===== config.mk =====
export PLATFORM = sky130hd
export DESIGN_NAME = pipe_wb_regfile
export DESIGN_NICKNAME = d
export VERILOG_FILES = /design/src/rtl/pipe_wb_regfile_pkg.sv /design/src/rtl/pipe_wb_regfile_mux.sv /design/src/rtl/pipe_wb_regfile.sv
export SDC_FILE = /design/constraint.sdc
export NUM_CORES = 2
export LEC_CHECK = 0
export ABC_AREA = 0
export CORE_AREA = 2 2 334 336
export CTS_BUF_LIST = sky130_fd_sc_hd__clkbuf_8 sky130_fd_sc_hd__clkbuf_16
export DETAILED_ROUTE_END_ITERATION = 6
export DIE_AREA = 0 0 336 338
export GPL_ROUTABILITY_DRIVEN = 0
export GPL_TIMING_DRIVEN = 1
export PLACE_DENSITY = 0.66
export SYNTH_ARGS = -nofsm -noshare
export SYNTH_HDL_FRONTEND = slang
export SYNTH_SLANG_ARGS = --single-unit
export TNS_END_PERCENT = 50

===== constraint.sdc =====
create_clock -name Clk -period 3.9 [get_ports Clk]
set_clock_uncertainty 0.2 [all_clocks]
set_input_delay 0.78 -clock Clk [delete_from_list [all_inputs] [get_ports Clk]]
set_output_delay 0.78 -clock Clk [all_outputs]
set_load 0.02 [all_outputs]

===== src/rtl/pipe_wb_regfile_pkg.sv =====
// Shared definitions for the writeback stage and general-purpose register file.
// Provides datapath/address widths, the register-number type, the hardwired
// zero register number, and the MEM/WB writeback bundle type.
package pipe_wb_regfile_pkg;

  localparam int unsigned DATA_W  = 32;
  localparam int unsigned REG_AW  = 5;
  localparam int unsigned REG_NUM = 2 ** REG_AW;

  typedef logic [REG_AW-1:0] reg_num_t;
  typedef logic [DATA_W-1:0] word_t;

  // Register 0 always reads as zero and is never written.
  localparam reg_num_t REG_ZERO = 5'd0;

  // MEM/WB register payload as seen by the writeback stage.
  typedef struct packed {
    logic     wreg;
    logic     reg2reg;
    word_t    alur;
    word_t    dout;
    reg_num_t rd;
  } wb_bus_t;

  // True when a register number addresses the hardwired zero register.
  function automatic logic is_zero_reg(input reg_num_t r);
    return r == REG_ZERO;
  endfunction

endpackage


===== src/rtl/pipe_wb_regfile_mux.sv =====
// pipe_wb_mux: 2:1 writeback source selector.
// Ports:
//   sel       - 1 selects load data, 0 selects ALU result
//   alu_res   - registered ALU result
//   load_data - registered data-memory read data
//   wb_data   - selected writeback value (combinational)
module pipe_wb_mux #(
  parameter int unsigned DATA_W = 32
) (
  input  logic              sel,
  input  logic [DATA_W-1:0] alu_res,
  input  logic [DATA_W-1:0] load_data,
  output logic [DATA_W-1:0] wb_data
);

  // Pure select; no state, always driven.
  always_comb begin
    wb_data = alu_res;
    if (sel) begin
      wb_data = load_data;
    end
  end

endmodule


===== src/rtl/pipe_wb_regfile.sv =====
// pipe_wb_regfile: writeback stage plus 32 x 32-bit general-purpose register file.
// Selects the writeback value from the MEM/WB register, commits it on the rising
// clock edge, and serves two combinational decode-stage read ports.
// Optional macro PIPE_WB_BYPASS_EN: when defined, a read of the register being
// written this cycle returns the writeback value instead of the stored one.
// Ports:
//   Clk, Clrn          - clock, asynchronous active-low reset
//   W_Wreg, W_Reg2reg  - writeback enable, source select (1 = load data)
//   W_ALUR, W_Dout     - ALU result, load data
//   W_Rd               - destination register number
//   Rs, Rt / Qa, Qb    - read port addresses / data
//   W_Data             - selected writeback value, for EX-stage forwarding
module pipe_wb_regfile #(
  parameter int unsigned DATA_W = pipe_wb_regfile_pkg::DATA_W,
  parameter int unsigned REG_AW = pipe_wb_regfile_pkg::REG_AW
) (
  input  logic              Clk,
  input  logic              Clrn,
  input  logic              W_Wreg,
  input  logic              W_Reg2reg,
  input  logic [DATA_W-1:0] W_ALUR,
  input  logic [DATA_W-1:0] W_Dout,
  input  logic [REG_AW-1:0] W_Rd,
  input  logic [REG_AW-1:0] Rs,
  input  logic [REG_AW-1:0] Rt,
  output logic [DATA_W-1:0] Qa,
  output logic [DATA_W-1:0] Qb,
  output logic [DATA_W-1:0] W_Data
);

  import pipe_wb_regfile_pkg::*;

  localparam int unsigned       NREG    = 2 ** REG_AW;
  localparam logic [REG_AW-1:0] RD_ZERO = REG_AW'(REG_ZERO);

  logic [DATA_W-1:0] regs [NREG];
  logic              wr_en_c;
  logic [DATA_W-1:0] rd_a_c;
  logic [DATA_W-1:0] rd_b_c;

  // Writeback source select; shared by commit and bypass paths.
  pipe_wb_mux #(
    .DATA_W (DATA_W)
  ) u_wb_mux (
    .sel       (W_Reg2reg),
    .alu_res   (W_ALUR),
    .load_data (W_Dout),
    .wb_data   (W_Data)
  );

  // Writes to register 0 are dropped here, so it keeps its reset value of zero.
  assign wr_en_c = W_Wreg && (W_Rd != RD_ZERO);

  // Register array: reset clears every entry, commit on rising edge.
  always_ff @(posedge Clk or negedge Clrn) begin
    if (!Clrn) begin
      for (int i = 0; i < int'(NREG); i++) begin
        regs[i] <= '0;
      end
    end else if (wr_en_c) begin
      regs[W_Rd] <= W_Data;
    end
  end

  // Stored-value read ports; address 0 forced to zero independent of storage.
  always_comb begin
    rd_a_c = '0;
    rd_b_c = '0;
    if (Rs != RD_ZERO) begin
      rd_a_c = regs[Rs];
    end
    if (Rt != RD_ZERO) begin
      rd_b_c = regs[Rt];
    end
  end

`ifdef PIPE_WB_BYPASS_EN
  logic byp_a_c;
  logic byp_b_c;

  // Bypass only when the write will actually commit: gated off during reset,
  // and wr_en_c already excludes register 0.
  assign byp_a_c = wr_en_c && Clrn && (Rs == W_Rd);
  assign byp_b_c = wr_en_c && Clrn && (Rt == W_Rd);

  always_comb begin
    Qa = rd_a_c;
    Qb = rd_b_c;
    if (byp_a_c) begin
      Qa = W_Data;
    end
    if (byp_b_c) begin
      Qb = W_Data;
    end
  end
`else
  // No bypass: decode sees the old value in the commit cycle.
  assign Qa = rd_a_c;
  assign Qb = rd_b_c;
`endif

endmodule

==> Flow_metrics.wiki <==
{| class="wikitable"
! Metric !! Value
|-
| Combinational share of power || 23.4%
|-
| Starting density of the core || 48.73%
|-
| Number of cells produced by synthesis || 4778
|-
| Remaining antenna violation count || 0
|-
| Worst-margin pin slew || 1.060 ns
|-
| Maximum number of pins on one net before global-route repair || 115
|-
| Number of buffers created by CTS || 108
|-
| Footprint of the flip-flops and latches || 0.02562 sq mm
|-
| Part of the power in the clock network || 32.6%
|-
| CTS H-Tree Depth || 3
|-
| Class of the most critical setup path || input port to output port
|-
| Number of cell rows || 122
|-
| Largest Register || regs
|-
| Yosys warns || 0
|-
| Violations in the final reports || setup timing
|-
| Reg power frac || 44.0%
|-
| Required time of the worst setup path || 2.92 ns
|-
| Most congested layer reported by global routing || met2
|-
| Number of hold violations in the final report || 0
|-
| I/O pin cnt || 179
|-
| Sw Share || 30.05%
|-
| Worst-path fanout max || 33
|-
| Area of the core region || 0.1101 sq mm
|-
| Number of antenna violations at the first check in global routing || 2
|-
| Share of the core filled with cells || 57.86%
|-
| Final cycle utilization of the critical path || 101.2%
|-
| Placed cell count || 6342
|-
| Portion of the post-synthesis area used by sequential elements || 47.78%
|-
| Average detailed-routed wire length per instance || 28.31 um
|-
| Placed inst area || 0.05931 sq mm
|-
| Total area of multi-input combinational cells || 0.02578 sq mm
|-
| Total nets after synthesis || 4861
|-
| Number of standard cells in the layout, taps in and fillers out || 6566
|-
| Kind of start point of the critical path || input port
|-
| DR vias || 42070
|-
| Reported leakage power || 0.02692 uW
|-
| Count of input and output buffers || 178
|-
| Startpoint of the worst-slack reg-to-reg timing path || regs[546]$_DFFE_PN0P_
|-
| Fin area || 0.06368 sq mm
|-
| Count of state elements after synthesis || 1024
|-
| Worst EP arrival || 2.97 ns
|-
| Number of vias per cell || 6.407
|-
| Run status || finished, violations left
|-
| Layout filler cell count || 8882
|-
| Drt first pass iters || 6
|-
| Starting DRT DRC Count || 5216
|-
| Launch point of the critical path || Rs[4]
|-
| Switching component of the power || 10100 uW
|-
| Clock network latency to the later pin of the worst-skew pair || 0.70 ns
|-
| Setup repair after global routing missed its margin || yes
|-
| Internal cell power || 23520 uW
|-
| Largest registers in the final layout || regs x1024
|-
| Hold_sp || regs[1020]$_DFFE_PN0P_
|-
| Total wire length after detailed routing || 185900 um
|-
| Global Route Usage Sum || 33.09%
|-
| Critical path capture point type || output port
|-
| CTS tree || built
|-
| Setup slack of the critical path after layout || -0.04501 ns
|-
| Width of the chip || 336 um
|-
| Synthesized area per cell || 11.22 sq um
|-
| Number of max-slew violations in the final report || 0
|-
| Kind of path behind the tightest hold check || flop to flop
|-
| Synth Cell Area || 0.05363 sq mm
|-
| Area of the die || 0.1136 sq mm
|-
| DPL Wire Length || 118100 um
|-
| Primary flip-flop cell chosen by synthesis mapping || dfrtp_1
|-
| Ratio of total power to cell area || 528.0 mW/mm^2
|-
| Met1 track utilization from global routing || 45.59%
|-
| Synthesis-to-layout area growth || 18.73%
|-
| Met2 Track Usage GR || 49.94%
|-
| GR met3 Demand/Resource || 8.724%
|-
| Share of synthesized registers carrying an async set or reset || 100.0%
|-
| DRC violation count after routing || 0
|-
| Clk sinks || 1024
|-
| Global-route wire length before repair || 276300 um
|-
| Max_slew headroom || 29.32%
|-
| Finish-stage setup viols || 1
|-
| Overall Power || 33620 uW
|-
| Max clock buf depth || 3
|-
| Net total in the final layout || 5068
|-
| Clock input transition at the sequential cells of the worst setup and hold paths || 0.06 ns
|-
| Number of distinct library cells after synthesis || 44
|-
| Clock period minus worst slack || 3.945 ns
|-
| Gr ovfl total || 0
|-
| Via count of the first global-routing pass || 41770
|-
| Number of synthesized flops with an enable pin || 0
|-
| Cell chosen for the clock root || clkbuf_16
|-
| Share of final-layout standard cells stronger than drive strength 1 || 27.22%
|-
| Count of max-cap constraint violations || 0
|-
| Number of flip-flops in the largest register || 1024
|-
| Highest ir drop seen on vdd || 0.3460 mV
|-
| Die Y || 338 um
|-
| Fmax || 253.5 MHz
|}
==> worst paths after layout <==
path                                     endpoint  slack [ns]  cells after the start
setup / recovery                           Qa[24]       -0.05                      7
hold / removal             regs[1020]$_DFFE_PN0P_        0.19                      0
setup reg to reg            regs[546]$_DFFE_PN0P_        2.92                      2
hold reg to reg            regs[1020]$_DFFE_PN0P_        0.19                      0
max in group asynchronous  regs[1004]$_DFFE_PN0P_        1.94                      4
min in group asynchronous   regs[924]$_DFFE_PN0P_        0.43                      2
==> kinds of logic (layout without fill, tap and decap cells) <==
kind of cell / Yosys count / in the layout / share of synthesized area, %
and+or+nand+nor: 1153 / 1154 / 9.087
DFF: 1024 / 1024 / 47.78
buffers and inverters: 569 / 867 / 5.403
AOI/OAI and AO/OA: 1360 / 1360 / 14.59
muxes: 672 / 672 / 23.14
other: 0 / 1 / 0
==> metal layers <==
| metal | vias up | part of all wire (%) |
|---|---|---|
| li1 | 17820 | - |
| met1 | 21390 | 39 |
| met2 | 2368 | 45 |
| met3 | 483 | 11 |
| met4 | 2 | 4.4 |
| met5 | - | 0.0027 |
==> Yosys cell counts, types with 53 or more instances <==
| cell | number | area (sq um) |
|---|---|---|
| dfrtp_1 | 1024 | 25620 |
| a21oi_2 | 56 | 490.5 |
| o21ai_0 | 380 | 1902 |
| nor2b_1 | 71 | 444.2 |
| o21ai_1 | 116 | 580.6 |
| mux2i_1 | 160 | 1602 |
| a211oi_1 | 64 | 480.5 |
| mux2_2 | 64 | 720.7 |
| a311oi_1 | 64 | 560.5 |
| mux4_2 | 448 | 10090 |
| buf_2 | 145 | 725.7 |
| nand2_1 | 417 | 1565 |
| clkbuf_1 | 286 | 1074 |
| buf_4 | 53 | 397.9 |
| nor2_1 | 613 | 2301 |
| a21oi_1 | 552 | 2763 |
| a22oi_1 | 64 | 480.5 |
==> timing repair <==
item / 4_1_cts / 5_1_grt
endpoints found under the setup margin: 41 / 23
endpoints found under the hold margin: 42 / 0
gates cloned: 6 / 0
buffers inserted: 0 / 14
gates resized for setup: 69 / 21
hold buffers: 1 / 0
pin swaps: 3 / 1
==> through the flow <==
step                      setup WS, ns  setup TNS, ns  hold slack, ns
final                         -0.04501       -0.04501          0.1935
after CTS                  -0.00007461     -0.0001357          0.1980
after floorplan                 0.5285              0          0.2413
after global routing          -0.05131       -0.06637          0.2110
after detailed placement       -0.3606         -5.595          0.1836
after global placement         -0.3168         -5.054          0.1777
==> cells in the final DEF, fill, tap and decap left out, types with 8 or more instances in the layout <==
cell	count
a211oi_1	52
a211oi_2	12
a21oi_1	552
a21oi_2	56
a221oi_1	42
a22oi_1	62
a311oi_1	50
a311oi_2	14
buf_12	88
buf_16	10
buf_4	386
buf_6	13
bufinv_16	13
clkbuf_16	111
clkbuf_8	22
clkdlybuf4s50_1	103
clkinv_2	27
dfrtp_1	1024
dlygate4sd2_1	17
inv_1	49
mux2_2	64
mux2i_1	128
mux2i_2	12
mux2i_4	20
mux4_2	448
nand2_1	417
nand3_4	8
nor2_1	611
nor2b_1	68
nor3_4	12
o2111ai_1	16
o21ai_0	378
o21ai_1	118
==> critical path: stages <==
cell      delay [ns]
buf_2           0.11
buf_12          0.32
nand2b_2        0.27
buf_4           0.31
a211oi_1        0.11
a311oi_1        0.76
buf_4           0.28
==> layout make-up <==
class	count	share of cell area [%]
multi-input cells	3186	40.49
well taps	1488	2.924
diodes	1	0.003930
flip-flops and latches	1024	40.24
repair buffers	631	10.19
inverters	34	0.2083
clock buffers	133	4.838
clock inverters	69	1.102
==> power by group through the flow <==
stage / Combinational (uW) / Clock, uW / Sequential, uW
6_report: 7860 / 11000 / 14800
5_1_grt: 8570 / 11500 / 15100
4_1_cts: 7800 / 11000 / 14700
3_5_place_dp: 7690 / 0 / 14900
3_3_place_gp: 7480 / 0 / 14700
2_1_floorplan: 5470 / 0 / 14300
(Power assumes the default switching activity.)
